--- src/rtl/store_narrow_unit.sv ---
`default_nettype none
// ============================================================================
// Module      : store_narrow_unit
// Description : Narrows a 32-bit register value to byte/halfword/word and
//               writes it little-endian to a byte-wide data memory, one byte
//               per cycle, behind a req/ready handshake. A one-cycle done
//               pulse carries the alignment error and overflow flags.
//               Optional narrowing-overflow check: STORE_NARROW_OVF_CHECK_EN
// Revision    : 1.0 - initial release
// ============================================================================
module store_narrow_unit #(
   parameter int ADDR_W = 32
) (
   input  logic              clk_i,
   input  logic              rst_i,
   input  logic              req_i,
   input  logic [ADDR_W-1:0] addr_i,
   input  logic [31:0]       data_i,
   input  logic [1:0]        size_i,
   output logic              ready_o,
   output logic              mem_we_o,
   output logic [ADDR_W-1:0] mem_addr_o,
   output logic [7:0]        mem_data_o,
   output logic              done_o,
   output logic              err_o,
   output logic              ovf_o
);

   typedef enum logic [1:0] {
      S_IDLE  = 2'd0,
      S_WRITE = 2'd1,
      S_DONE  = 2'd2
   } state_t;

   localparam logic [1:0] c_size_byte = 2'b00;
   localparam logic [1:0] c_size_half = 2'b01;
   localparam logic [1:0] c_size_word = 2'b10;
   localparam logic [1:0] c_size_ill  = 2'b11;

   state_t            r_state, w_state_nxt;
   logic [1:0]        r_cnt, w_cnt_nxt;
   logic [ADDR_W-1:0] r_base, w_base_nxt;
   logic [31:0]       r_data, w_data_nxt;
   logic [1:0]        r_size, w_size_nxt;
   logic              r_err, w_err_nxt;
   logic              r_ovf, w_ovf_nxt;

   logic              w_illegal;
   logic              w_ovf_in;
   logic [1:0]        w_last_cnt;

   logic              r_ready, r_we, r_done, r_err_o, r_ovf_o;
   logic [ADDR_W-1:0] r_maddr;
   logic [7:0]        r_mdata;
   logic              w_we_nxt;
   logic [ADDR_W-1:0] w_maddr_nxt;
   logic [7:0]        w_mdata_nxt;

   // A request is illegal for size 11 or when the address is not naturally aligned
   assign w_illegal = (size_i == c_size_ill)
                    | ((size_i == c_size_half) & addr_i[0])
                    | ((size_i == c_size_word) & (|addr_i[1:0]));

`ifdef STORE_NARROW_OVF_CHECK_EN
   // Overflow when the discarded upper bits are not copies of the stored sign bit
   always_comb begin
      w_ovf_in = 1'b0;
      case (size_i)
         c_size_byte: w_ovf_in = ~((&data_i[31:7])  | ~(|data_i[31:7]));
         c_size_half: w_ovf_in = ~((&data_i[31:15]) | ~(|data_i[31:15]));
         default:     w_ovf_in = 1'b0;
      endcase
   end
`else
   assign w_ovf_in = 1'b0;
`endif

   // Index of the final byte for the captured access size
   always_comb begin
      w_last_cnt = 2'd3;
      case (r_size)
         c_size_byte: w_last_cnt = 2'd0;
         c_size_half: w_last_cnt = 2'd1;
         default:     w_last_cnt = 2'd3;
      endcase
   end

   // Next-state, capture and next-output decode; outputs are registered from these
   always_comb begin
      w_state_nxt = r_state;
      w_cnt_nxt   = r_cnt;
      w_base_nxt  = r_base;
      w_data_nxt  = r_data;
      w_size_nxt  = r_size;
      w_err_nxt   = r_err;
      w_ovf_nxt   = r_ovf;
      case (r_state)
         S_IDLE: begin
            if (req_i) begin
               w_base_nxt  = addr_i;
               w_data_nxt  = data_i;
               w_size_nxt  = size_i;
               w_cnt_nxt   = 2'd0;
               w_err_nxt   = w_illegal;
               w_ovf_nxt   = w_ovf_in & ~w_illegal;
               w_state_nxt = w_illegal ? S_DONE : S_WRITE;
            end
         end
         S_WRITE: begin
            if (r_cnt == w_last_cnt) begin
               w_state_nxt = S_DONE;
            end else begin
               w_cnt_nxt = r_cnt + 2'd1;
            end
         end
         S_DONE:  w_state_nxt = S_IDLE;
         default: w_state_nxt = S_IDLE;
      endcase

      w_we_nxt    = (w_state_nxt == S_WRITE);
      w_maddr_nxt = '0;
      w_mdata_nxt = '0;
      if (w_we_nxt) begin
         w_maddr_nxt = w_base_nxt + ADDR_W'(w_cnt_nxt);
         w_mdata_nxt = w_data_nxt[{w_cnt_nxt, 3'b000} +: 8];
      end
   end

   // State, captured request and registered outputs
   always_ff @(posedge clk_i) begin
      if (rst_i) begin
         r_state <= S_IDLE;
         r_cnt   <= '0;
         r_base  <= '0;
         r_data  <= '0;
         r_size  <= '0;
         r_err   <= 1'b0;
         r_ovf   <= 1'b0;
         r_ready <= 1'b1;
         r_we    <= 1'b0;
         r_maddr <= '0;
         r_mdata <= '0;
         r_done  <= 1'b0;
         r_err_o <= 1'b0;
         r_ovf_o <= 1'b0;
      end else begin
         r_state <= w_state_nxt;
         r_cnt   <= w_cnt_nxt;
         r_base  <= w_base_nxt;
         r_data  <= w_data_nxt;
         r_size  <= w_size_nxt;
         r_err   <= w_err_nxt;
         r_ovf   <= w_ovf_nxt;
         r_ready <= (w_state_nxt == S_IDLE);
         r_we    <= w_we_nxt;
         r_maddr <= w_maddr_nxt;
         r_mdata <= w_mdata_nxt;
         r_done  <= (w_state_nxt == S_DONE);
         r_err_o <= (w_state_nxt == S_DONE) & w_err_nxt;
         r_ovf_o <= (w_state_nxt == S_DONE) & w_ovf_nxt;
      end
   end

   assign ready_o    = r_ready;
   assign mem_we_o   = r_we;
   assign mem_addr_o = r_maddr;
   assign mem_data_o = r_mdata;
   assign done_o     = r_done;
   assign err_o      = r_err_o;
   assign ovf_o      = r_ovf_o;

endmodule
`default_nettype wire

--- config.mk ---
export PLATFORM = sky130hd
export DESIGN_NAME = store_narrow_unit
export DESIGN_NICKNAME = d
export VERILOG_FILES = /design/src/rtl/store_narrow_unit.sv
export SDC_FILE = /design/constraint.sdc
export NUM_CORES = 1
export LEC_CHECK = 0
export BUFFER_PORTS_ARGS = -buffer_cell sky130_fd_sc_hd__buf_2
export CAP_MARGIN = 20
export CELL_PAD_IN_SITES_DETAIL_PLACEMENT = 1
export CELL_PAD_IN_SITES_GLOBAL_PLACEMENT = 1
export CORE_MARGIN = 4
export CORE_UTILIZATION = 25
export DETAILED_ROUTE_END_ITERATION = 10
export PLACE_DENSITY_LB_ADDON = 0.1
export REMOVE_ABC_BUFFERS = 1
export SLEW_MARGIN = 20
export SYNTH_ARGS = -nofsm -noshare
export SYNTH_HDL_FRONTEND = slang
export SYNTH_SLANG_ARGS = --single-unit
--- constraint.sdc ---
create_clock -name clk_i -period 11 [get_ports clk_i]
set_clock_uncertainty 0.15 [all_clocks]
set_input_delay 2.2 -clock clk_i [delete_from_list [all_inputs] [get_ports clk_i]]
set_output_delay 2.2 -clock clk_i [all_outputs]
set_load 0.1 [all_outputs]
=== After elaboration in Yosys (flattened, before gate mapping) ===
Index checks and enable logic that the tools add are counted.

* Output and inout bits: 45
* Register bits: 117
* Input bits: 69
* Logic and storage cells: 54

* Bitwise logic cells: 7
* Multiplexer cells: 16
* Add/subtract/negate cells: 2
* Equal/unequal tests: 8
* Reduce and logical (&&, ||, !) cells: 6
* Shift-type cells: 1

{| class="wikitable"
|+ Operator list
! kind !! number
|-
| $mux W32 || 4
|-
| $add A32 B2 Y32 || 1
|-
| $shiftx A32 B6 Y8 || 1
|-
| $pmux W2 S2 || 3
|-
| $mux W2 || 5
|-
| $eq A2 B1 Y1 const B || 4
|-
| $eq A2 B2 Y1 const B || 3
|-
| $logic_not A2 Y1 || 3
|-
| $and A1 B1 Y1 || 4
|-
| $mux W1 || 4
|-
| $reduce_or A2 Y1 || 2
|-
| $add A2 B1 Y2 const B || 1
|-
| $eq A2 B2 Y1 || 1
|-
| $or A1 B1 Y1 || 2
|-
| $reduce_and A2 Y1 || 1
|-
| $not A1 Y1 || 1
|}

=== Longest topological paths before layout ===
* Depth in word-level cells: 10
* Mapped depth: 15
* Gate-level depth less buffers: 10

=== Worst setup path before layout ===
Ideal clock, no wire load.

* Path kind: input port to flip-flop
* From: input req_i
* To: register r_maddr[24] (netlist: mem_addr_o[24])
* Path buffers: 5
* Cell stages on the path: 15
* Path slack: 4.985 ns
* Arrival: 5.795 ns
* Library setup time: 0.070 ns
* Cell sequence: nor3b_1 > buf_2 > buf_1 > buf_2 > clkbuf_1 > nand2_1 > nand2_1 > ha_1 > fa_1 > nand4_1 > or3_1 > clkbuf_1 > a22o_1 > or4_1 > a21oi_1

{| class="wikitable"
|+ RTL lines
! element !! line !! RTL
|-
| from (decl) || 16 || <nowiki>input logic req_i,</nowiki>
|-
| $mux W32 || 99 || <nowiki>if (req_i) begin</nowiki>
|-
| $mux W32 || 97 || <nowiki>case (r_state)</nowiki>
|-
| net w_base_nxt[0] || 42 || <nowiki>logic [ADDR_W-1:0] r_base, w_base_nxt;</nowiki>
|-
| $add A32 B2 Y32 || 124 || <nowiki>w_maddr_nxt = w_base_nxt + ADDR_W'(w_cnt_nxt);</nowiki>
|-
| to (signal assigned) || 156 || <nowiki>r_maddr <= w_maddr_nxt;</nowiki>
|-
| to (decl) || 53 || <nowiki>logic [ADDR_W-1:0] r_maddr;</nowiki>
|}

The timed path passes the listed nets, and every way through them passes these cells.
A chain may end at the register's enable or synchronous reset.

=== Worst setup path after layout ===
* From: input req_i
* To: register r_maddr[30] (netlist: mem_addr_o[30])

* Cells in the longest elaborated chain, start to end: 5

{| class="wikitable"
|+ RTL lines
! element
|-
| branches (longest 5 deep; another with $add A32 B2 Y32)
|}

Several ways; the timed one is not identified.

==> metrics.txt <==
crit share post-route=0.5070; ANT nets after route=0; H-tree levels=4; status=finished clean; DR vias/cell=4.806; root buf cell=clkbuf_16; DRC Markers=0; Yosys warnings=0; NumNets Final=778; Fin. Hold Viols=0; CP Capture Type=flop; Antenna Cells=0; Critical Path RT=11200 ps; WL/cell=~17 um; RSZ-0062 raised after global routing=no; crit path kind=in2reg; final RePlAce weighted congestion=0.7514; total gr overflow=0; later-pin clock latency in the skew report=410 ps; CTS tree=done; hpwl dp=11.72 mm; pre-CTS setup slack=4990 ps; R2R setup slack=a little under 7000 ps; total core area=20300 sq um; fmax=179.3 MHz; drt total wl=16.89 mm; WP data arrival=5770 ps; P_leak=2.629 nW; final setup vio count=0; Hold Path Sink=r_ovf$_SDFF_PP0_; drt first pass iters=4; worst hold slack=297.2 ps; Peak supply drop=88.04 uV; ys flop type=dfxtp_1; startpoint of the worst hold path=r_ovf$_SDFF_PP0_; row cnt=52; worst r2r src=r_state[0]$_SDFF_PP0_; Die Outline Area=23070 sq um; antenna violations before repair=1; die height=151.9 um; fin. max-slew vios=0; hold_buf cts=0; vias in the first global route=5226; Worst setup SP type=input pin; Starting DRT DRC Count=207; clk sinks=between 100 and 150; number of synthesized flops with an enable pin=0; layout cells sized above 1=0.2249; hold depth=2; IO Port Bufs=113; Async SR Flop Fraction=0; Setup TNS=0 ps; Slew HR=0.3130; Initial Util=0.2549; max_cap viols=0; fillers=2436; CTS clock-pin slew for the worst setup and hold paths=50 ps; largest net degree at the start of global routing=67; first-pass GRT wire length=27.55 mm; Vias=4739; fin crit period=5576 ps; Cells after Synth=608; R2R cell count=9; Total GRT Usage=0.1480; Post-CTS Setup Bufs=0; setup ws final=5424 ps; clock tree buffer depth=2; post-synthesis sequential area ratio=0.4526; Cell Area, Synth=5175 sq um; Avg Cell Area, Syn=8.511 sq um; clock buffer count from CTS=17; die width=around 150 um; pwr dens=around 180 nW/um^2; Synth-to-Final Area Change=26.06%; Hold WC Path Type=reg2reg; reg2reg end=mem_addr_o[30]$_SDFF_PP0_; Tightest Pin Transition=1030 ps; crit-path max FO=17; post-synthesis sequential element count=117; post-synth cell types=55; # IOs=114; # resized after CTS=0
==> kinds of logic after synthesis <==
logic type / count (synthesis) / synth area share
buffers and inverters: 44 / 0.03409
flip-flops: 117 / 0.4526
XOR/XNOR: 17 / 0.02877
multiplexers: 42 / 0.08245
adder cells (fa/ha/maj): 3 / 0.008703
AND/OR/NAND/NOR: 256 / 0.2321
AO/OA/AOI/OAI: 129 / 0.1613
==> stage by stage <==
stage	instance area (sq um)	utilization	cells	power [mW]
final	6524	0.3214	986	1.157
after global routing	6524	0.3214	986	1.214
after CTS	6524	0.3214	986	1.177
after detailed placement	5963	0.2938	957	0.6416
after global placement	5963	0.2938	957	0.6392
after floorplan	5017	-	569	0.5894
==> where the power goes <==
group | internal [mW] | switching, mW
registers | 0.449 | 0.0142
logic | 0.0485 | 0.119
clock network | 0.341 | 0.186
total | 0.838 | 0.319
==> cell usage in the layout, fill, tap and decap left out, drive strengths merged, types with 3 or more instances in the layout <==
cell / n
a22oi: 5
o21ai: 15
a211oi: 12
mux2i: 37
and3: 8
nand2: 112
xnor2: 6
or3: 3
a21o: 4
nand2b: 4
nand3: 20
mux2: 5
dfxtp: 117
a221oi: 9
o31ai: 5
nand3b: 3
o211ai: 3
buf: 118
nand4: 8
clkbuf: 25
nor3: 16
nor2: 44
xor2: 11
nor2b: 3
inv: 5
a21oi: 55
and2: 17
clkinv: 3
nor4: 6
or4: 5
==> worst max-delay path by stage <==
stage	end	cells past startpoint	from	slack (ps)
2_1_floorplan	mem_addr_o[23]$_SDFF_PP0_	8	req_i	-1330
3_3_place_gp	mem_addr_o[24]$_SDFF_PP0_	10	req_i	5090
3_5_place_dp	mem_addr_o[30]$_SDFF_PP0_	10	req_i	4990
4_1_cts	mem_addr_o[30]$_SDFF_PP0_	10	req_i	5400
5_1_grt	mem_addr_o[30]$_SDFF_PP0_	10	req_i	5050
6_report	mem_addr_o[30]$_SDFF_PP0_	10	req_i	5420
==> final cells by class <==
class	count	area (sq um)	area share
multi-input combinational	447	2661	0.4079
timing repair buffer	118	603.1	0.09244
tap	270	337.8	0.05178
clock inverter	4	45.04	0.006904
inverter	5	18.77	0.002877
clock buffer	25	515.5	0.07902
sequential	117	2342	0.3590
==> synth_stat cells (all sizes together) (6+ instances only) <==
cell,instances,share of area
mux2i,37,0.072
clkbuf,31,0.022
o21ai,15,0.015
nand3,20,0.019
xnor2,6,0.010
a221oi,9,0.015
a211oi,12,0.017
and2,17,0.021
xor2,11,0.019
nor3,16,0.015
a21oi,55,0.053
and3,8,0.0097
nor2,44,0.032
nor4,6,0.0085
buf,8,0.0080
nand4,8,0.0097
nand2,112,0.081
dfxtp,117,0.45
==> sequential cells by signal (all words and copies together) (netlist names) <==
name	cells
ovf_o	1
r_err	1
mem_data_o	8
err_o	1
done_o	1
r_data	32
mem_we_o	1
r_size	2
mem_addr_o	32
ready_o	1
r_ovf	1
r_cnt	2
r_base	32
r_state	2
==> worst max-delay path, stage by stage <==
cell	delay [ps]
buf_2	110
o21bai_1	190
a32o_1	800
ha_1	360
fa_1	300
nand4_1	190
or3_1	520
a22o_1	350
a2111oi_1	510
mux2i_1	220
==> routing by layer <==
metal | up-vias | share of wire | wire (um) | track usage
li1 | 2333 | - | - | -
met1 | 2294 | 0.46 | 7708 | 0.1786
met2 | 93 | 0.49 | 8289 | 0.2557
met3 | 17 | 0.041 | 691 | 0.04664
met4 | 2 | 0.011 | 178 | 0.03853
met5 | - | 0.0011 | 19 | 0
Note: power is estimated with default switching activity, not from simulation.
